$ cat src/rtl/fifo_read_packer_if.sv
`default_nettype none
// ============================================================================
// fifo_read_packer_if
// FIFO read port plus packed-beat valid/ready stream for fifo_read_packer.
// Revision: 1.0
// ============================================================================
interface fifo_read_packer_if #(
  parameter int BITS  = 32,
  parameter int RATIO = 4
);
  localparam int CW = $clog2(RATIO + 1);

  logic                  p_read_en;
  logic [BITS-1:0]       p_read_data;
  logic                  p_read_empty;
  logic                  p_out_valid;
  logic                  p_out_ready;
  logic [BITS*RATIO-1:0] p_out_data;
  logic [CW-1:0]         p_out_words;

  modport master (
    output p_read_en,
    input  p_read_data,
    input  p_read_empty,
    output p_out_valid,
    input  p_out_ready,
    output p_out_data,
    output p_out_words
  );

  modport slave (
    input  p_read_en,
    output p_read_data,
    output p_read_empty,
    input  p_out_valid,
    output p_out_ready,
    input  p_out_data,
    input  p_out_words
  );
endinterface
`default_nettype wire

$ cat src/rtl/fifo_read_packer.sv
`default_nettype none
// ============================================================================
// fifo_read_packer
// Pops RATIO words from async_fifo (read_clk domain) and presents them as one
// packed valid/ready beat. Optional partial-beat flush: FIFO_READ_PACKER_TIMEOUT_EN.
// Revision: 1.0
// ============================================================================
module fifo_read_packer #(
  parameter int BITS           = 32,
  parameter int RATIO          = 4,
  parameter int READ_LATENCY   = 1,
  parameter int TIMEOUT_CYCLES = 64
) (
  input  logic               read_clk,
  input  logic               read_rst,
  fifo_read_packer_if.master bus
);
  localparam int CW = $clog2(RATIO + 1);

  typedef enum logic [0:0] {FILL = 1'b0, HOLD = 1'b1} state_t;

  state_t                state, state_n;
  logic [CW-1:0]         captured, captured_n;
  logic                  in_flight, in_flight_n;
  logic [BITS*RATIO-1:0] beat, beat_n;
  logic [CW-1:0]         words, words_n;
  logic [CW:0]           occupancy;
  logic                  read_en;
  logic                  cap;
  logic                  flush;

  if (READ_LATENCY != 0 && READ_LATENCY != 1) begin : g_bad_latency
    $fatal(1, "fifo_read_packer: READ_LATENCY must be 0 or 1");
  end
  if (RATIO < 2) begin : g_bad_ratio
    $fatal(1, "fifo_read_packer: RATIO must be at least 2");
  end
  if (TIMEOUT_CYCLES < 1) begin : g_bad_timeout
    $fatal(1, "fifo_read_packer: TIMEOUT_CYCLES must be at least 1");
  end

  // Words already captured plus the one still in flight must not exceed a beat.
  assign occupancy = {1'b0, captured} + {{CW{1'b0}}, in_flight};
  assign read_en   = !read_rst && (state == FILL) && !bus.p_read_empty &&
                     (occupancy < (CW+1)'(RATIO));
  assign cap       = (READ_LATENCY == 0) ? read_en : in_flight;

`ifdef FIFO_READ_PACKER_TIMEOUT_EN
  localparam int TW = $clog2(TIMEOUT_CYCLES + 1);

  logic [TW-1:0] idle, idle_n;
  logic          idle_cond;

  assign idle_cond = (state == FILL) && (captured != '0) && (captured < CW'(RATIO)) &&
                     !in_flight && bus.p_read_empty;
  assign flush     = idle_cond && (idle == TW'(TIMEOUT_CYCLES));

  always_comb begin
    idle_n = idle;
    if (cap || flush) begin
      idle_n = '0;
    end else if (idle_cond) begin
      idle_n = idle + 1'b1;
    end
  end

  always_ff @(posedge read_clk) begin
    if (read_rst) begin
      idle <= '0;
    end else begin
      idle <= idle_n;
    end
  end
`else
  assign flush = 1'b0;
`endif

  always_comb begin
    state_n     = state;
    captured_n  = captured;
    in_flight_n = 1'b0;
    beat_n      = beat;
    words_n     = words;
    case (state)
      FILL: begin
        in_flight_n = (READ_LATENCY != 0) && read_en;
        if (cap) begin
          for (int k = 0; k < RATIO; k++) begin
            if (captured == CW'(k)) begin
              beat_n[k*BITS +: BITS] = bus.p_read_data;
            end
          end
          captured_n = captured + 1'b1;
        end
        if ((captured_n == CW'(RATIO)) || flush) begin
          state_n = HOLD;
          words_n = captured_n;
        end
      end
      HOLD: begin
        // Clearing the beat here keeps unfilled upper words zero on a flushed beat.
        if (bus.p_out_ready) begin
          state_n    = FILL;
          captured_n = '0;
          beat_n     = '0;
          words_n    = '0;
        end
      end
      default: state_n = FILL;
    endcase
  end

  always_ff @(posedge read_clk) begin
    if (read_rst) begin
      state     <= FILL;
      captured  <= '0;
      in_flight <= 1'b0;
      beat      <= '0;
      words     <= '0;
    end else begin
      state     <= state_n;
      captured  <= captured_n;
      in_flight <= in_flight_n;
      beat      <= beat_n;
      words     <= words_n;
    end
  end

  assign bus.p_read_en   = read_en;
  assign bus.p_out_valid = (state == HOLD);
  assign bus.p_out_data  = beat;
  assign bus.p_out_words = words;
endmodule
`default_nettype wire

$ cat src/flat_wrapper.sv
// flat-port wrapper written by rule: the top's interface ports become plain ports
module fifo_read_packer_flat 
#(
  parameter int BITS           = 32,
  parameter int RATIO          = 4,
  parameter int READ_LATENCY   = 1,
  parameter int TIMEOUT_CYCLES = 64
)
  (read_clk, read_rst, bus_p_read_en, bus_p_read_data, bus_p_read_empty, bus_p_out_valid, bus_p_out_ready, bus_p_out_data, bus_p_out_words);
  fifo_read_packer_if #(.BITS(BITS), .RATIO(RATIO)) bus_i ();
  input  logic read_clk;
  input  logic read_rst;
  output wire logic [$bits(bus_i.p_read_en)-1:0] bus_p_read_en;
  input wire logic [$bits(bus_i.p_read_data)-1:0] bus_p_read_data;
  input wire logic [$bits(bus_i.p_read_empty)-1:0] bus_p_read_empty;
  output wire logic [$bits(bus_i.p_out_valid)-1:0] bus_p_out_valid;
  input wire logic [$bits(bus_i.p_out_ready)-1:0] bus_p_out_ready;
  output wire logic [$bits(bus_i.p_out_data)-1:0] bus_p_out_data;
  output wire logic [$bits(bus_i.p_out_words)-1:0] bus_p_out_words;
  assign bus_p_read_en = bus_i.p_read_en;
  assign bus_i.p_read_data = bus_p_read_data;
  assign bus_i.p_read_empty = bus_p_read_empty;
  assign bus_p_out_valid = bus_i.p_out_valid;
  assign bus_i.p_out_ready = bus_p_out_ready;
  assign bus_p_out_data = bus_i.p_out_data;
  assign bus_p_out_words = bus_i.p_out_words;
  fifo_read_packer #(.BITS(BITS), .RATIO(RATIO), .READ_LATENCY(READ_LATENCY), .TIMEOUT_CYCLES(TIMEOUT_CYCLES)) u_core (.read_clk(read_clk), .read_rst(read_rst), .bus(bus_i));
endmodule
$ cat config.mk
export PLATFORM = sky130hd
export DESIGN_NAME = fifo_read_packer_flat
export DESIGN_NICKNAME = d
export VERILOG_FILES = /design/src/rtl/fifo_read_packer_if.sv /design/src/rtl/fifo_read_packer.sv /design/src/flat_wrapper.sv
export SDC_FILE = /design/constraint.sdc
export NUM_CORES = 1
export LEC_CHECK = 0
export CAP_MARGIN = 20
export CORE_MARGIN = 3
export CORE_UTILIZATION = 45
export CTS_CLUSTER_SIZE = 8
export DETAILED_ROUTE_END_ITERATION = 10
export PLACE_DENSITY = 0.79
export SYNTH_ARGS = -nofsm -noshare
export SYNTH_HDL_FRONTEND = slang
export SYNTH_SLANG_ARGS = --single-unit
$ cat constraint.sdc
create_clock -name read_clk -period 1.9 [get_ports read_clk]
set_clock_uncertainty 0.15 [all_clocks]
set_input_delay 0.38 -clock read_clk [delete_from_list [all_inputs] [get_ports read_clk]]
set_output_delay 0.38 -clock read_clk [all_outputs]
set_load 0.02 [all_outputs]
==> results.sh <==
export IMPL_ys_types=31
export IMPL_arrival_ps=1310
export IMPL_irDropWorstVdd_mv=0.536
export IMPL_antenna_found_initial=0
export IMPL_cts_tree="built"
export IMPL_wire_per_inst_um=17.8
export IMPL_hold_viol=0
export IMPL_place_gp_congestion=0.823
export IMPL_place_inst=797
export IMPL_overflow=0
export IMPL_hold_path_cell_count=5
export IMPL_crit_required_ps=1370
export IMPL_rsz0062_at_grt="false"
export IMPL_cp_buffers_inverters=1
export IMPL_drt_wl_total_um=14800
export IMPL_start_kind="flip-flop"
export IMPL_critical_path_class="reg2out"
export IMPL_synth_seq_cells=136
export IMPL_fin_crit_ps=1840
export IMPL_drc=0
export IMPL_async_flop_share=0
export IMPL_grt_max_degree=65
export IMPL_fillers=899
export IMPL_whs_ps=149
export IMPL_first_iter_violations=307
export IMPL_antenna_cells=0
export IMPL_cp_slowest_stage_delay_ps=310
export IMPL_die_h_um=109
export IMPL_dr_pass1_iters=5
export IMPL_clk_path_buf_depth=2
export IMPL_reg2regPathDepth=6
export IMPL_num_rows=37
export IMPL_syn_inst=520
export IMPL_worst_pin_slew_ps=449
export IMPL_num_vias=4545
export IMPL_fmax_mhz=544
export IMPL_syn_num_nets=562
export IMPL_synth_area_top_cells="dfxtp_1 57%, nand3_1 10%, o21ai_0 6.3%"
export IMPL_synth_warnings=0
export IMPL_hp_class="in2reg"
export IMPL_crit_chain="ha_2 > a21oi_2 > buf_4"
export IMPL_ys_top_cells_by_count="136 x dfxtp_1, 96 x nand3_1, 70 x nand2_1"
export IMPL_drive_gt1_frac=0.0921
export IMPL_synth_edf_count=0
export IMPL_cp_max_fo=2
export IMPL_antenna_left=0
export IMPL_crit_path_end_kind="primary output"
export IMPL_cts_buffers=17
export IMPL_powerDensity_mw_per_mm2=986
export IMPL_ys_flop_type="dfxtp_1"
export IMPL_relSlewSlack=0.700
export IMPL_grt_pass1_wl_um=22800
export IMPL_start_util=0.463
export IMPL_fin_cells=831
export IMPL_numPortBuffers=168
export IMPL_crit_path_top_delay_cell="dfxtp_1"
export IMPL_slew_viol_final=0
export IMPL_die_w_um=109
export IMPL_core_area_mm2=0.0104
export IMPL_yosysSeqAreaShare=0.567
export IMPL_p_leak_nw=3.22
export IMPL_synth_cell_area_mm2=0.00480
export IMPL_clkSlewWorstSetupHoldPaths_ps=60
export IMPL_yosysMostFrequentCell="dfxtp_1"
export IMPL_crit_cells=3
export IMPL_synth_avg_cell_area_um2=9.24
export IMPL_setup_viol=0
export IMPL_clk_latency_ps=510
export IMPL_status="finished, final reports clean"
export IMPL_via_per_inst=5.47
export IMPL_syn2layout_area_growth_pct=46.5
export IMPL_cts_root_buf="clkbuf_8"
export IMPL_period_share=0.968
export IMPL_die_area_mm2=0.0120
export IMPL_synth_top_area_frac=0.567
export IMPL_layout_nets=724
export IMPL_ios=169
export IMPL_grt_pass1_vias=4341
export IMPL_synth_top_area_cell="dfxtp_1"
export IMPL_track_usage=0.249
export IMPL_cp_top_family="flip-flops"
export IMPL_h_tree_depth=4
export IMPL_cap_violations=0
export IMPL_place_hpwl_um=10500
export IMPL_clkSinkCount=136
## per-stage QoR
stage	utilization	total power, W	setup TNS (ps)	area, µm²	worst slack (ps)
final	0.679	0.00694	0	7040	61.7
after detailed placement	0.636	0.00386	-27340	6590	-392
after CTS	0.676	0.00696	0	7010	0.0626
after global placement	0.636	0.00384	-20150	6590	-335
after floorplan	-	0.00348	0	4810	88.6
after global routing	0.679	0.00719	0	7040	3.63
## cell usage in the layout, fill, tap and decap left out, types with 4 or more instances in the layout
cell	n
clkbuf_16	16
nand2_1	69
o21ai_1	6
clkdlybuf4s50_1	34
clkbuf_8	6
dlygate4sd2_1	131
buf_4	20
ha_1	5
nor2_1	5
dfxtp_1	135
nand3_1	96
a21oi_1	38
inv_1	4
a22o_1	32
o21ai_0	60
## report_power, final
group / switching [W] / internal [W] / leakage, nW
Combinational: 0.000492 / 0.000280 / 1.84
Sequential: 0.0000505 / 0.00294 / 1.10
Clock: 0.00114 / 0.00204 / 0.284
Total: 0.00168 / 0.00526 / 3.22
## metal layers
metal  GRT usage  vias up  wire length (µm)
met3      0.0546       27               982
met5           0        -                 0
li1            -     2160                 -
met1       0.318     2157              6160
met2       0.407      201              7270
met4       0.105        0               404
## logic make-up after synthesis
logic type                 after synthesis  share of synthesized area
buffers and inverters                   51                     0.0575
DFF                                    136                      0.567
AOI/OAI and AO/OA                      143                      0.180
adders and majority gates                6                     0.0156
and+or+nand+nor                        184                      0.180
## path summary, 6_finish.rpt
kind / from / endpoint / slack, ps
max reg2reg: u_core.captured[0] / u_core.bus.p_out_valid / 120
min reg2reg: u_core.bus.p_out_words[1] / u_core.bus.p_out_words[1] / 300
max: u_core.cap / bus_p_read_en / 60
min: read_rst / u_core.cap / 150
## flip-flops by register name (all words and copies together), names as in the netlist
signal                  flops
u_core.bus.p_out_data     128
u_core.bus.p_out_words      3
u_core.bus.p_out_valid      1
u_core.cap                  1
u_core.captured             3
## tightest hold or removal path: cells and delay by family
kind	cells	cell delay (ps)
and+or+nand+nor	2	140
AOI/OAI and AO/OA	1	30
buffers and inverters	2	220
## repair_timing
item / in CTS / in global routing
cloned: 0 / 0
pin swaps: 0 / 1
endpoints found under the setup margin: 133 / 3
setup buffers: 0 / 2
hold buffers: 0 / 0
resized for setup: 140 / 4
## area by class of cell
type	count	area, µm²	area share
Timing Repair Buffer	190	1710	0.243
Multi-Input combinational cell	333	1830	0.260
Clock buffer	25	494	0.0702
Clock inverter	7	90.1	0.0128
Inverter	4	15.0	0.00213
Tap cell	136	170	0.0242
Sequential cell	136	2720	0.387
(Power assumes the default switching activity.)
